===== config.mk =====
export PLATFORM = sky130hd
export DESIGN_NAME = prv32_ex_mem_stage_flat
export DESIGN_NICKNAME = d
export VERILOG_FILES = /design/src/rtl/prv32_ex_mem_stage_if.sv /design/src/rtl/prv32_ex_mem_stage.sv /design/src/flat_wrapper.sv
export SDC_FILE = /design/constraint.sdc
export NUM_CORES = 1
export LEC_CHECK = 0
export BUFFER_PORTS_ARGS = -buffer_cell sky130_fd_sc_hd__buf_2
export CORE_MARGIN = 4
export CORE_UTILIZATION = 35
export CTS_BUF_LIST = sky130_fd_sc_hd__clkbuf_16
export DETAILED_ROUTE_END_ITERATION = 10
export GPL_TIMING_DRIVEN = 0
export PLACE_DENSITY = 0.67
export RECOVER_POWER = 25
export SLEW_MARGIN = 15
export SYNTH_ARGS = -nofsm -noshare
export SYNTH_HDL_FRONTEND = slang
export SYNTH_SLANG_ARGS = --single-unit

===== constraint.sdc =====
create_clock -name clk -period 4.4 [get_ports clk]
set_input_delay 1.32 -clock clk [delete_from_list [all_inputs] [get_ports clk]]
set_output_delay 1.32 -clock clk [all_outputs]
set_load 0.05 [all_outputs]

===== src/rtl/prv32_ex_mem_stage_if.sv =====
// Execute-to-memory stage bus: execute-side beat fields, memory-side registered beat,
// and control-flow redirect/exception sideband.
interface prv32_ex_mem_stage_if;
    logic        in_valid;
    logic        in_ready;
    logic [31:0] alu_r;
    logic        cf;
    logic        zf;
    logic        vf;
    logic        sf;
    logic [31:0] pc;
    logic [31:0] imm;
    logic [31:0] rs2_data;
    logic [4:0]  rd;
    logic        branch;
    logic        jal;
    logic        jalr;
    logic        reg_write;
    logic        mem_read;
    logic        mem_write;
    logic        mem_to_reg;
    logic [2:0]  funct3;
    logic        flush;
    logic        out_valid;
    logic        out_ready;
    logic [31:0] m_result;
    logic [31:0] m_store_data;
    logic [4:0]  m_rd;
    logic        m_reg_write;
    logic        m_mem_read;
    logic        m_mem_write;
    logic        m_mem_to_reg;
    logic        redirect_valid;
    logic [31:0] redirect_pc;
    logic        misalign_exc;
    logic [31:0] taken_count;

    modport master (
        output in_valid, alu_r, cf, zf, vf, sf, pc, imm, rs2_data, rd,
               branch, jal, jalr, reg_write, mem_read, mem_write, mem_to_reg,
               funct3, flush, out_ready,
        input  in_ready, out_valid, m_result, m_store_data, m_rd, m_reg_write,
               m_mem_read, m_mem_write, m_mem_to_reg, redirect_valid,
               redirect_pc, misalign_exc, taken_count
    );

    modport slave (
        input  in_valid, alu_r, cf, zf, vf, sf, pc, imm, rs2_data, rd,
               branch, jal, jalr, reg_write, mem_read, mem_write, mem_to_reg,
               funct3, flush, out_ready,
        output in_ready, out_valid, m_result, m_store_data, m_rd, m_reg_write,
               m_mem_read, m_mem_write, m_mem_to_reg, redirect_valid,
               redirect_pc, misalign_exc, taken_count
    );
endinterface


===== src/rtl/prv32_ex_mem_stage.sv =====
// EX/MEM pipeline register with branch resolution: a taken branch/jump redirects fetch
// (static not-taken predictor) and the one wrong-path beat that follows is dropped.
module prv32_ex_mem_stage (
    input  logic                 clk,
    input  logic                 rst_n,
    prv32_ex_mem_stage_if.slave  bus
);

    function automatic logic branch_cond(input logic [2:0] f3, input logic cf,
                                         input logic zf, input logic vf, input logic sf);
        logic r;
        case (f3)
            3'b000:  r = zf;
            3'b001:  r = ~zf;
            3'b100:  r = (sf != vf);
            3'b101:  r = (sf == vf);
            3'b110:  r = ~cf;
            3'b111:  r = cf;
            default: r = 1'b0;
        endcase
        return r;
    endfunction

    logic        out_valid_q, out_valid_d;
    logic [31:0] m_result_q, m_result_d;
    logic [31:0] m_store_data_q, m_store_data_d;
    logic [4:0]  m_rd_q, m_rd_d;
    logic        m_reg_write_q, m_reg_write_d;
    logic        m_mem_read_q, m_mem_read_d;
    logic        m_mem_write_q, m_mem_write_d;
    logic        m_mem_to_reg_q, m_mem_to_reg_d;
    logic        redirect_valid_q, redirect_valid_d;
    logic [31:0] redirect_pc_q, redirect_pc_d;
    logic        misalign_exc_q, misalign_exc_d;
    logic [31:0] taken_count_q, taken_count_d;

    logic        in_ready_s;
    logic        accept_s;
    logic        drain_s;
    logic        taken_s;
    logic [31:0] target_s;
    logic        redirect_s;
    logic        misalign_s;

    // Handshake, branch resolution and target selection.
    always_comb begin
        in_ready_s = ~out_valid_q | bus.out_ready;
        // Wrong-path shadow beat is consumed (ready high) but never loaded.
        accept_s   = bus.in_valid & in_ready_s & ~redirect_valid_q;
        drain_s    = out_valid_q & bus.out_ready;
        taken_s    = bus.jal | bus.jalr |
                     (bus.branch & branch_cond(bus.funct3, bus.cf, bus.zf, bus.vf, bus.sf));
        if (bus.jalr) begin
            target_s = {bus.alu_r[31:1], 1'b0};
        end else begin
            target_s = bus.pc + bus.imm;
        end
        redirect_s = accept_s & ~bus.flush & taken_s & (target_s[1:0] == 2'b00);
        misalign_s = accept_s & ~bus.flush & taken_s & target_s[1];
    end

    // Next-state for the pipeline register and redirect sideband.
    always_comb begin
        out_valid_d      = out_valid_q;
        m_result_d       = m_result_q;
        m_store_data_d   = m_store_data_q;
        m_rd_d           = m_rd_q;
        m_reg_write_d    = m_reg_write_q;
        m_mem_read_d     = m_mem_read_q;
        m_mem_write_d    = m_mem_write_q;
        m_mem_to_reg_d   = m_mem_to_reg_q;
        redirect_valid_d = redirect_s;
        misalign_exc_d   = misalign_s;
        redirect_pc_d    = redirect_pc_q;
        taken_count_d    = taken_count_q;

        if (bus.flush) begin
            out_valid_d = 1'b0;
        end else if (accept_s) begin
            out_valid_d    = 1'b1;
            m_result_d     = (bus.jal | bus.jalr) ? (bus.pc + 32'd4) : bus.alu_r;
            m_store_data_d = bus.rs2_data;
            m_rd_d         = bus.rd;
            m_mem_to_reg_d = bus.mem_to_reg;
            m_reg_write_d  = bus.reg_write & ~misalign_s;
            m_mem_read_d   = bus.mem_read  & ~misalign_s;
            m_mem_write_d  = bus.mem_write & ~misalign_s;
        end else if (drain_s) begin
            out_valid_d = 1'b0;
        end else begin
            out_valid_d = out_valid_q;
        end

        if (redirect_s) begin
            redirect_pc_d = target_s;
            if (taken_count_q != 32'hFFFF_FFFF) begin
                taken_count_d = taken_count_q + 32'd1;
            end else begin
                taken_count_d = taken_count_q;
            end
        end else begin
            redirect_pc_d = redirect_pc_q;
        end
    end

    // State register.
    always_ff @(posedge clk or negedge rst_n) begin
        if (!rst_n) begin
            out_valid_q      <= 1'b0;
            m_result_q       <= 32'd0;
            m_store_data_q   <= 32'd0;
            m_rd_q           <= 5'd0;
            m_reg_write_q    <= 1'b0;
            m_mem_read_q     <= 1'b0;
            m_mem_write_q    <= 1'b0;
            m_mem_to_reg_q   <= 1'b0;
            redirect_valid_q <= 1'b0;
            redirect_pc_q    <= 32'd0;
            misalign_exc_q   <= 1'b0;
            taken_count_q    <= 32'd0;
        end else begin
            out_valid_q      <= out_valid_d;
            m_result_q       <= m_result_d;
            m_store_data_q   <= m_store_data_d;
            m_rd_q           <= m_rd_d;
            m_reg_write_q    <= m_reg_write_d;
            m_mem_read_q     <= m_mem_read_d;
            m_mem_write_q    <= m_mem_write_d;
            m_mem_to_reg_q   <= m_mem_to_reg_d;
            redirect_valid_q <= redirect_valid_d;
            redirect_pc_q    <= redirect_pc_d;
            misalign_exc_q   <= misalign_exc_d;
            taken_count_q    <= taken_count_d;
        end
    end

    assign bus.in_ready       = in_ready_s;
    assign bus.out_valid      = out_valid_q;
    assign bus.m_result       = m_result_q;
    assign bus.m_store_data   = m_store_data_q;
    assign bus.m_rd           = m_rd_q;
    assign bus.m_reg_write    = m_reg_write_q;
    assign bus.m_mem_read     = m_mem_read_q;
    assign bus.m_mem_write    = m_mem_write_q;
    assign bus.m_mem_to_reg   = m_mem_to_reg_q;
    assign bus.redirect_valid = redirect_valid_q;
    assign bus.redirect_pc    = redirect_pc_q;
    assign bus.misalign_exc   = misalign_exc_q;
    assign bus.taken_count    = taken_count_q;

endmodule


===== src/flat_wrapper.sv =====
// flat-port wrapper written by rule: the top's interface ports become plain ports
module prv32_ex_mem_stage_flat 
  (clk, rst_n, bus_in_valid, bus_alu_r, bus_cf, bus_zf, bus_vf, bus_sf, bus_pc, bus_imm, bus_rs2_data, bus_rd, bus_branch, bus_jal, bus_jalr, bus_reg_write, bus_mem_read, bus_mem_write, bus_mem_to_reg, bus_funct3, bus_flush, bus_out_ready, bus_in_ready, bus_out_valid, bus_m_result, bus_m_store_data, bus_m_rd, bus_m_reg_write, bus_m_mem_read, bus_m_mem_write, bus_m_mem_to_reg, bus_redirect_valid, bus_redirect_pc, bus_misalign_exc, bus_taken_count);
  prv32_ex_mem_stage_if bus_i ();
  input  logic clk;
  input  logic rst_n;
  input wire logic [$bits(bus_i.in_valid)-1:0] bus_in_valid;
  input wire logic [$bits(bus_i.alu_r)-1:0] bus_alu_r;
  input wire logic [$bits(bus_i.cf)-1:0] bus_cf;
  input wire logic [$bits(bus_i.zf)-1:0] bus_zf;
  input wire logic [$bits(bus_i.vf)-1:0] bus_vf;
  input wire logic [$bits(bus_i.sf)-1:0] bus_sf;
  input wire logic [$bits(bus_i.pc)-1:0] bus_pc;
  input wire logic [$bits(bus_i.imm)-1:0] bus_imm;
  input wire logic [$bits(bus_i.rs2_data)-1:0] bus_rs2_data;
  input wire logic [$bits(bus_i.rd)-1:0] bus_rd;
  input wire logic [$bits(bus_i.branch)-1:0] bus_branch;
  input wire logic [$bits(bus_i.jal)-1:0] bus_jal;
  input wire logic [$bits(bus_i.jalr)-1:0] bus_jalr;
  input wire logic [$bits(bus_i.reg_write)-1:0] bus_reg_write;
  input wire logic [$bits(bus_i.mem_read)-1:0] bus_mem_read;
  input wire logic [$bits(bus_i.mem_write)-1:0] bus_mem_write;
  input wire logic [$bits(bus_i.mem_to_reg)-1:0] bus_mem_to_reg;
  input wire logic [$bits(bus_i.funct3)-1:0] bus_funct3;
  input wire logic [$bits(bus_i.flush)-1:0] bus_flush;
  input wire logic [$bits(bus_i.out_ready)-1:0] bus_out_ready;
  output wire logic [$bits(bus_i.in_ready)-1:0] bus_in_ready;
  output wire logic [$bits(bus_i.out_valid)-1:0] bus_out_valid;
  output wire logic [$bits(bus_i.m_result)-1:0] bus_m_result;
  output wire logic [$bits(bus_i.m_store_data)-1:0] bus_m_store_data;
  output wire logic [$bits(bus_i.m_rd)-1:0] bus_m_rd;
  output wire logic [$bits(bus_i.m_reg_write)-1:0] bus_m_reg_write;
  output wire logic [$bits(bus_i.m_mem_read)-1:0] bus_m_mem_read;
  output wire logic [$bits(bus_i.m_mem_write)-1:0] bus_m_mem_write;
  output wire logic [$bits(bus_i.m_mem_to_reg)-1:0] bus_m_mem_to_reg;
  output wire logic [$bits(bus_i.redirect_valid)-1:0] bus_redirect_valid;
  output wire logic [$bits(bus_i.redirect_pc)-1:0] bus_redirect_pc;
  output wire logic [$bits(bus_i.misalign_exc)-1:0] bus_misalign_exc;
  output wire logic [$bits(bus_i.taken_count)-1:0] bus_taken_count;
  assign bus_i.in_valid = bus_in_valid;
  assign bus_i.alu_r = bus_alu_r;
  assign bus_i.cf = bus_cf;
  assign bus_i.zf = bus_zf;
  assign bus_i.vf = bus_vf;
  assign bus_i.sf = bus_sf;
  assign bus_i.pc = bus_pc;
  assign bus_i.imm = bus_imm;
  assign bus_i.rs2_data = bus_rs2_data;
  assign bus_i.rd = bus_rd;
  assign bus_i.branch = bus_branch;
  assign bus_i.jal = bus_jal;
  assign bus_i.jalr = bus_jalr;
  assign bus_i.reg_write = bus_reg_write;
  assign bus_i.mem_read = bus_mem_read;
  assign bus_i.mem_write = bus_mem_write;
  assign bus_i.mem_to_reg = bus_mem_to_reg;
  assign bus_i.funct3 = bus_funct3;
  assign bus_i.flush = bus_flush;
  assign bus_i.out_ready = bus_out_ready;
  assign bus_in_ready = bus_i.in_ready;
  assign bus_out_valid = bus_i.out_valid;
  assign bus_m_result = bus_i.m_result;
  assign bus_m_store_data = bus_i.m_store_data;
  assign bus_m_rd = bus_i.m_rd;
  assign bus_m_reg_write = bus_i.m_reg_write;
  assign bus_m_mem_read = bus_i.m_mem_read;
  assign bus_m_mem_write = bus_i.m_mem_write;
  assign bus_m_mem_to_reg = bus_i.m_mem_to_reg;
  assign bus_redirect_valid = bus_i.redirect_valid;
  assign bus_redirect_pc = bus_i.redirect_pc;
  assign bus_misalign_exc = bus_i.misalign_exc;
  assign bus_taken_count = bus_i.taken_count;
  prv32_ex_mem_stage u_core (.clk(clk), .rst_n(rst_n), .bus(bus_i));
endmodule

==> impl_metrics.tcl, run 1 <==
set metrics [dict create \
    leakagePower_nw 5.16 \
    grt.overflow.total 0 \
    rsz0062_at_grt "no" \
    final_cells 1453 \
    fin_nets 1346 \
    yosys.area.top_type "dfrtp_1" \
    gp_congestion 0.836 \
    first_pass_iters 4 \
    worstSetupPathType "in2reg" \
    hpwl_um 21600 \
    ir_drop_mv 0.224 \
    reg2reg_depth 10 \
    max_freq_ghz 0.243 \
    startpoint_type "input port" \
    placed_cells 1421 \
    area.growth.synth_to_final_pct 30.4 \
    power_density_mw_per_mm2 481 \
    start_util 0.361 \
    synth_top_area_frac 0.439 \
    critical_path_required_ns 4.69 \
    status "finished, violations left" \
    grt_pass1_wl_um 42000 \
    cp_max_fo 3 \
    fillers 2200 \
    synth-seq-cells 140 \
    cp-end-kind "register" \
    die_x_um 159 \
    routed_via_density 5.12 \
    slew_viol_final 64 \
    synth_edf_count 0 \
    drive_gt1_frac 0.315 \
    numCtsBuffers 17 \
    synth_area_per_cell_um2 9.40 \
    drc_errors 0 \
    grt_max_degree 78 \
    hold_end "u_core.bus.m_result[15]" \
    crit_start "bus_pc[0]" \
    io_buffers 292 \
    max-slew-margin-rel -0.136 \
    dieArea_mm2 0.0253 \
    antenna_found_initial 0 \
    post_cts_buffers 0 \
    clockBufferDepth 2 \
    final.min_clock_period_ns 4.11 \
    tightestPinTransition_ns 1.70 \
    final_common_cell "buf_2" \
    grt_pass1_vias 7522 \
    hp-start "u_core.bus.m_result[15]" \
    num_vias 7442 \
    path_clk_slew_ns 0.06 \
    rows 54 \
    synth_cells 848 \
    worstPathArrival_ns 4.40 \
    violations "capacitance limit, slew limit" \
    setup_viol 0 \
    netlist_area_mm2 0.00797 \
    cts-root-buf "clkbuf_16" \
    whs_path_depth 2 \
    cts_tree "yes" \
    wl_um 26900 \
    syn_nets 1034 \
    core_area_mm2 0.0221 \
    yosys_warnings 0 \
    preCtsSetupSlack_ns -0.330 \
    clk_latency_ns 0.43 \
    drt_iter0_drc 314 \
    ys_top_cells_by_area "dfrtp_1 44%, o21ai_0 6.2%, xnor2_1 5.6%" \
    timing_hold_violations_final 0 \
    final.setup.worst_slack_ns 0.290 \
    synthArstFlopShare 1.00 \
    mostFrequentLayoutCells "293 x buf_2, 140 x dfrtp_1, 113 x nand2_1" \
    die_h_um 159 \
    io_pins 293 \
    maxCapViolCount 1 \
    rrSetupSlack_ns 1.41 \
    period_share 0.934 \
    r2r-end "u_core.bus.redirect_pc[16]" \
    cts.sinks 140 \
    seq_area_frac_synth 0.439 \
    holdCritPathClass "reg2reg" \
    yosysUniqueCellTypes 50 \
    grt.total_usage 0.208 \
    synthFlopType "dfrtp_1" \
    routedWlPerCell_um 18.5 \
    antenna_cells 0 \
    htree_levels 4 \
    r2r_start "u_core.bus.redirect_valid" \
    finClkSkew_ns 0.00985 \
    ant_nets 0 \
]
## synth_stat cells (all sizes together) (10+ instances only)
| library cell | instances |
|---|---|
| a21o | 15 |
| a21oi | 54 |
| and3 | 15 |
| clkbuf | 29 |
| dfrtp | 140 |
| ha | 33 |
| inv | 10 |
| mux2 | 39 |
| mux2i | 15 |
| nand2 | 113 |
| nand3 | 44 |
| nand4 | 14 |
| nor2 | 46 |
| nor3 | 10 |
| o211ai | 10 |
| o21ai | 101 |
| xnor2 | 51 |
| xor2 | 36 |
## timing repair
item                                    4_1_cts  5_1_grt
resized for setup                             0        2
hold buffers                                  0        0
endpoints found under the setup margin        0        8
hold endpoints to repair                      0        0
## per-layer routing
| layer | GRT usage | up-vias | wire (µm) |
|---|---|---|---|
| met5 | 0 | - | 0 |
| met4 | 0.0682 | 0 | 643 |
| met3 | 0.0404 | 36 | 1620 |
| met2 | 0.353 | 274 | 13000 |
| met1 | 0.269 | 3501 | 11600 |
| li1 | - | 3631 | - |
## worst max path at each step
| stage | endpoint | slack, ns | cells past startpoint |
|---|---|---|---|
| global route | u_core.bus.redirect_pc[18] | 0.01 | 11 |
| global placement | u_core.bus.taken_count[31] | -0.27 | 11 |
| detailed placement | u_core.bus.taken_count[29] | -0.33 | 11 |
| CTS | u_core.bus.taken_count[29] | 0.12 | 11 |
| floorplan | u_core.bus.redirect_pc[30] | 0.46 | 11 |
| finish | u_core.bus.redirect_pc[30] | 0.29 | 12 |
## cell type report
| class | count | area [µm²] | share of cell area |
|---|---|---|---|
| clock buffers | 17 | 425 | 0.0409 |
| flip-flops and latches | 140 | 3500 | 0.337 |
| inverters | 10 | 37.5 | 0.00361 |
| plain buffers | 36 | 138 | 0.0132 |
| clock inverters | 15 | 153 | 0.0147 |
| repair buffers | 293 | 1490 | 0.143 |
| multi-input cells | 662 | 4300 | 0.414 |
| well taps | 280 | 350 | 0.0337 |
## critical path, cell delays in order
cell	delay, ns
buf_2	0.13
ha_1	0.24
fa_1	0.47
a211oi_1	0.31
o21a_1	0.24
a21oi_1	0.14
a31o_1	0.28
a311o_1	0.44
a211o_1	0.34
o31ai_2	0.23
xor2_1	0.19
o21ai_1	0.07
## logic make-up after synthesis
family / Yosys count / share of synthesized area
multiplexers: 54 / 0.0739
flip-flops: 140 / 0.439
AO/OA/AOI/OAI: 209 / 0.150
XOR/XNOR: 87 / 0.0956
buffers and inverters: 46 / 0.0220
adder cells (fa/ha/maj): 34 / 0.0543
AND/OR/NAND/NOR: 278 / 0.165
## power by group
| part | internal [mW] | switching [mW] |
|---|---|---|
| Clock | 0.799 | 0.622 |
| Combinational | 0.494 | 1.41 |
| Sequential | 1.53 | 0.143 |
| Total | 2.82 | 2.18 |
## per-stage QoR
step / util / total power, mW / hold WS [ns] / instance area (µm²) / setup TNS, ns
6_report: 0.471 / 5.00 / 0.471 / 10400 / 0
5_1_grt: 0.471 / 5.23 / 0.496 / 10400 / 0
4_1_cts: 0.471 / 5.03 / 0.479 / 10400 / 0
3_5_place_dp: 0.445 / 3.61 / 0.465 / 9820 / -4.21
3_3_place_gp: 0.443 / 3.58 / 0.458 / 9780 / -5.44
2_1_floorplan: - / 3.02 / 0.757 / 7970 / 0
Power figures use the tool's default switching activity.
==> inputs of run 2 (changes only) <==
--- a/config.mk
+++ b/config.mk
@@ -5,13 +5,14 @@
 export SDC_FILE = /design/constraint.sdc
 export NUM_CORES = 1
 export LEC_CHECK = 0
+export ABC_AREA = 1
 export BUFFER_PORTS_ARGS = -buffer_cell sky130_fd_sc_hd__buf_2
 export CORE_MARGIN = 4
 export CORE_UTILIZATION = 35
 export CTS_BUF_LIST = sky130_fd_sc_hd__clkbuf_16
 export DETAILED_ROUTE_END_ITERATION = 10
 export GPL_TIMING_DRIVEN = 0
-export PLACE_DENSITY = 0.67
+export PLACE_DENSITY = 0.65
 export RECOVER_POWER = 25
 export SLEW_MARGIN = 15
 export SYNTH_ARGS = -nofsm -noshare
==> run 2 against run 1 <==
Net effect: the run still ends with capacitance limit, slew limit left; via count is 48% higher; total power up 3.6%; synthesized cell count rose by 84%; maximum frequency grew 26%; clock-buffer cell count did not move; combinational power grew 5%; sequential power is essentially flat; sequential cell count stayed put; clock power grew 4%; highest routed layer is now met5.
==> impl_metrics.tcl, run 2 <==
set metrics [dict create \
    final.min_clock_period_ns 3.26 \
    slew_viol_final 84 \
    synth-xor-area-share 0.0431 \
    synth_top_family_by_area "simple AND/OR/NAND/NOR gates" \
    worstPathArrival_ns 3.34 \
    startpoint_type "input port" \
    path_clk_slew_ns 0.06 \
    synth-seq-cells 140 \
    timing_hold_violations_final 0 \
    status "finished, violations left" \
    clockBufferDepth 2 \
    dieArea_mm2 0.0312 \
    gp_congestion 0.934 \
    max_freq_ghz 0.307 \
    core_area_mm2 0.0279 \
    ir_drop_mv 0.345 \
    hp-start "u_core.bus.m_store_data[31]" \
    synth_cells 1559 \
    finalInstanceArea_mm2 0.0125 \
    yosys.area.top_type "dfrtp_1" \
    setup_tns_ns 0 \
    cp-end-kind "async pin" \
    cts-root-buf "clkbuf_16" \
    grt_max_degree 84 \
    yosys_warnings 0 \
    fin_nets 2056 \
    syn_nets 1745 \
    muxShareOfSynthArea 0.00302 \
    synth_common_cells "692 x nand2_1, 162 x inv_1, 156 x nor2_1, 140 x dfrtp_1, 108 x nand3_1" \
    cp_slowest_cell "clkbuf_2" \
    ctsResizeCount 0 \
    maxCapViolCount 1 \
    start_util 0.356 \
    wl_um 37500 \
    cp_top_family "buffers and inverters" \
    hold_end "u_core.bus.m_store_data[31]" \
    r2r_start "u_core.bus.redirect_valid" \
    timing.critical_path.buf_inv 2 \
    grt.overflow.total 0 \
    mostFrequentLayoutCells "692 x nand2_1, 305 x buf_2, 163 x inv_1" \
    routedWlPerCell_um 16.6 \
    final_common_cell "nand2_1" \
    io_pins 293 \
    cp_max_fo 83 \
    hpwl_um 30700 \
    yosys.area_share.simple 0.427 \
    drt_iter0_drc 922 \
    fin_util 0.448 \
    dpl_cell_area_mm2 0.0119 \
    cts-hold-fix-buffers 0 \
    grt_pass1_wl_um 57700 \
    antenna_found_initial 5 \
    crit_path_max_incr_delay_ns 1.60 \
    whs_path_depth 2 \
    synth_adder_area_share 0.0435 \
    finClkSkew_ns 0.00980 \
    ys_top_cells_by_area "dfrtp_1 35%, nand2_1 26%, inv_1 6.1%" \
    synth_top_area_frac 0.352 \
    post_cts_buffers 0 \
    setup_viol 0 \
    crit_path_cell_trace "buf_8 -> clkbuf_2" \
    ant_nets 0 \
    tightestPinTransition_ns 2.15 \
    drc_errors 0 \
    violations "capacitance limit, slew limit" \
    die_x_um 177 \
    htree_levels 4 \
    synthArstFlopShare 1.00 \
    rows 61 \
    worstSetupPathType "in2async" \
    synthFlopType "dfrtp_1" \
    worst-path-stages 2 \
    placed_cells 2229 \
    grt.total_usage 0.237 \
    leakagePower_nw 7.24 \
    clk_latency_ns 0.42 \
    netlist_area_mm2 0.00996 \
    drive_gt1_frac 0.193 \
    final.setup.worst_slack_ns 1.14 \
    cts.sinks 140 \
    cts_tree "yes" \
    area.growth.synth_to_final_pct 25.6 \
    preCtsSetupSlack_ns 0.774 \
    first_pass_iters 7 \
    synth_compound_area_frac 0.0484 \
    yosysUniqueCellTypes 34 \
    routed_via_density 4.86 \
    rsz0062_at_grt "no" \
    power_mw 5.17 \
    synth_area_per_cell_um2 6.39 \
    r2r-end "u_core.bus.m_result[6]" \
    critical_path_required_ns 4.48 \
    reg2reg_depth 5 \
    synth_most_common_cell "nand2_1" \
    hold_ws_ns 0.464 \
    die_h_um 177 \
    rrSetupSlack_ns 2.28 \
    max-slew-margin-rel -0.437 \
    num_vias 11000 \
    grt_pass1_vias 10200 \
    power_density_mw_per_mm2 414 \
    io_buffers 291 \
    numCtsBuffers 17 \
    period_share 0.740 \
    final_cells 2264 \
    seq_area_frac_synth 0.352 \
    holdCritPathClass "reg2reg" \
    synth_edf_count 0 \
]
[run 2: changes by cell type after synthesis, moves of 11 or more]
cell / delta
or2_2: +11
nand2_1: +579
and3_1: -13
xor2_1: -15
inv_1: +152
a21oi_1: -12
mux2i_1: -12
a21o_1: -14
buf_2: +13
nand3_1: +64
mux2_2: -39
o21ai_0: -61
nor2_1: +110
xnor2_1: -23
[run 2: power by group]
part	switching, mW	internal, mW	total [mW]
Combinational	1.53	0.479	2.01
Clock	0.593	0.892	1.48
Sequential	0.158	1.52	1.68
Total	2.28	2.89	5.17
[run 2: layout make-up]
cell class / instances / area [µm²]
flip-flops and latches: 140 / 3500
well taps: 378 / 473
multi-input cells: 1211 / 5630
clock buffers: 17 / 425
diodes: 3 / 7.51
plain buffers: 42 / 206
fillers: 2990 / 15400
inverters: 166 / 623
repair buffers: 292 / 1470
clock inverters: 15 / 173
[run 2: layer usage]
layer / part of all wire / track usage / vias up
met5: 0.00072 / 0 / -
met4: 0.021 / 0.0638 / 4
met3: 0.075 / 0.0513 / 46
met2: 0.44 / 0.368 / 425
met1: 0.46 / 0.334 / 5025
li1: - / - / 5500
[run 2: kinds of logic after synthesis]
logic type | Yosys count
flip-flops | 140
adder cells (fa/ha/maj) | 34
multiplexers | 3
AND/OR/NAND/NOR | 1034
buffers and inverters | 208
XOR/XNOR | 49
AO/OA/AOI/OAI | 91
[run 2: how the worst max path moves through the flow]
stage | start | to | slack, ns
2_1_floorplan | bus_imm[0] | u_core.bus.redirect_pc[10] | 1.37
3_3_place_gp | rst_n | u_core.bus.redirect_pc[26] | -0.08
3_5_place_dp | bus_pc[0] | u_core.bus.redirect_pc[2] | 0.77
4_1_cts | bus_pc[0] | u_core.bus.redirect_pc[2] | 1.22
5_1_grt | rst_n | u_core.bus.m_result[28] | 0.62
6_report | rst_n | u_core.bus.redirect_pc[22] | 1.14
[run 2: worst reg2reg max path: cells and delay by family (launching register included)]
kind | cells | cell delay, ns
buffers and inverters | 1 | 0.57
and+or+nand+nor | 2 | 0.57
AOI/OAI and AO/OA | 2 | 0.51
DFF | 1 | 0.39
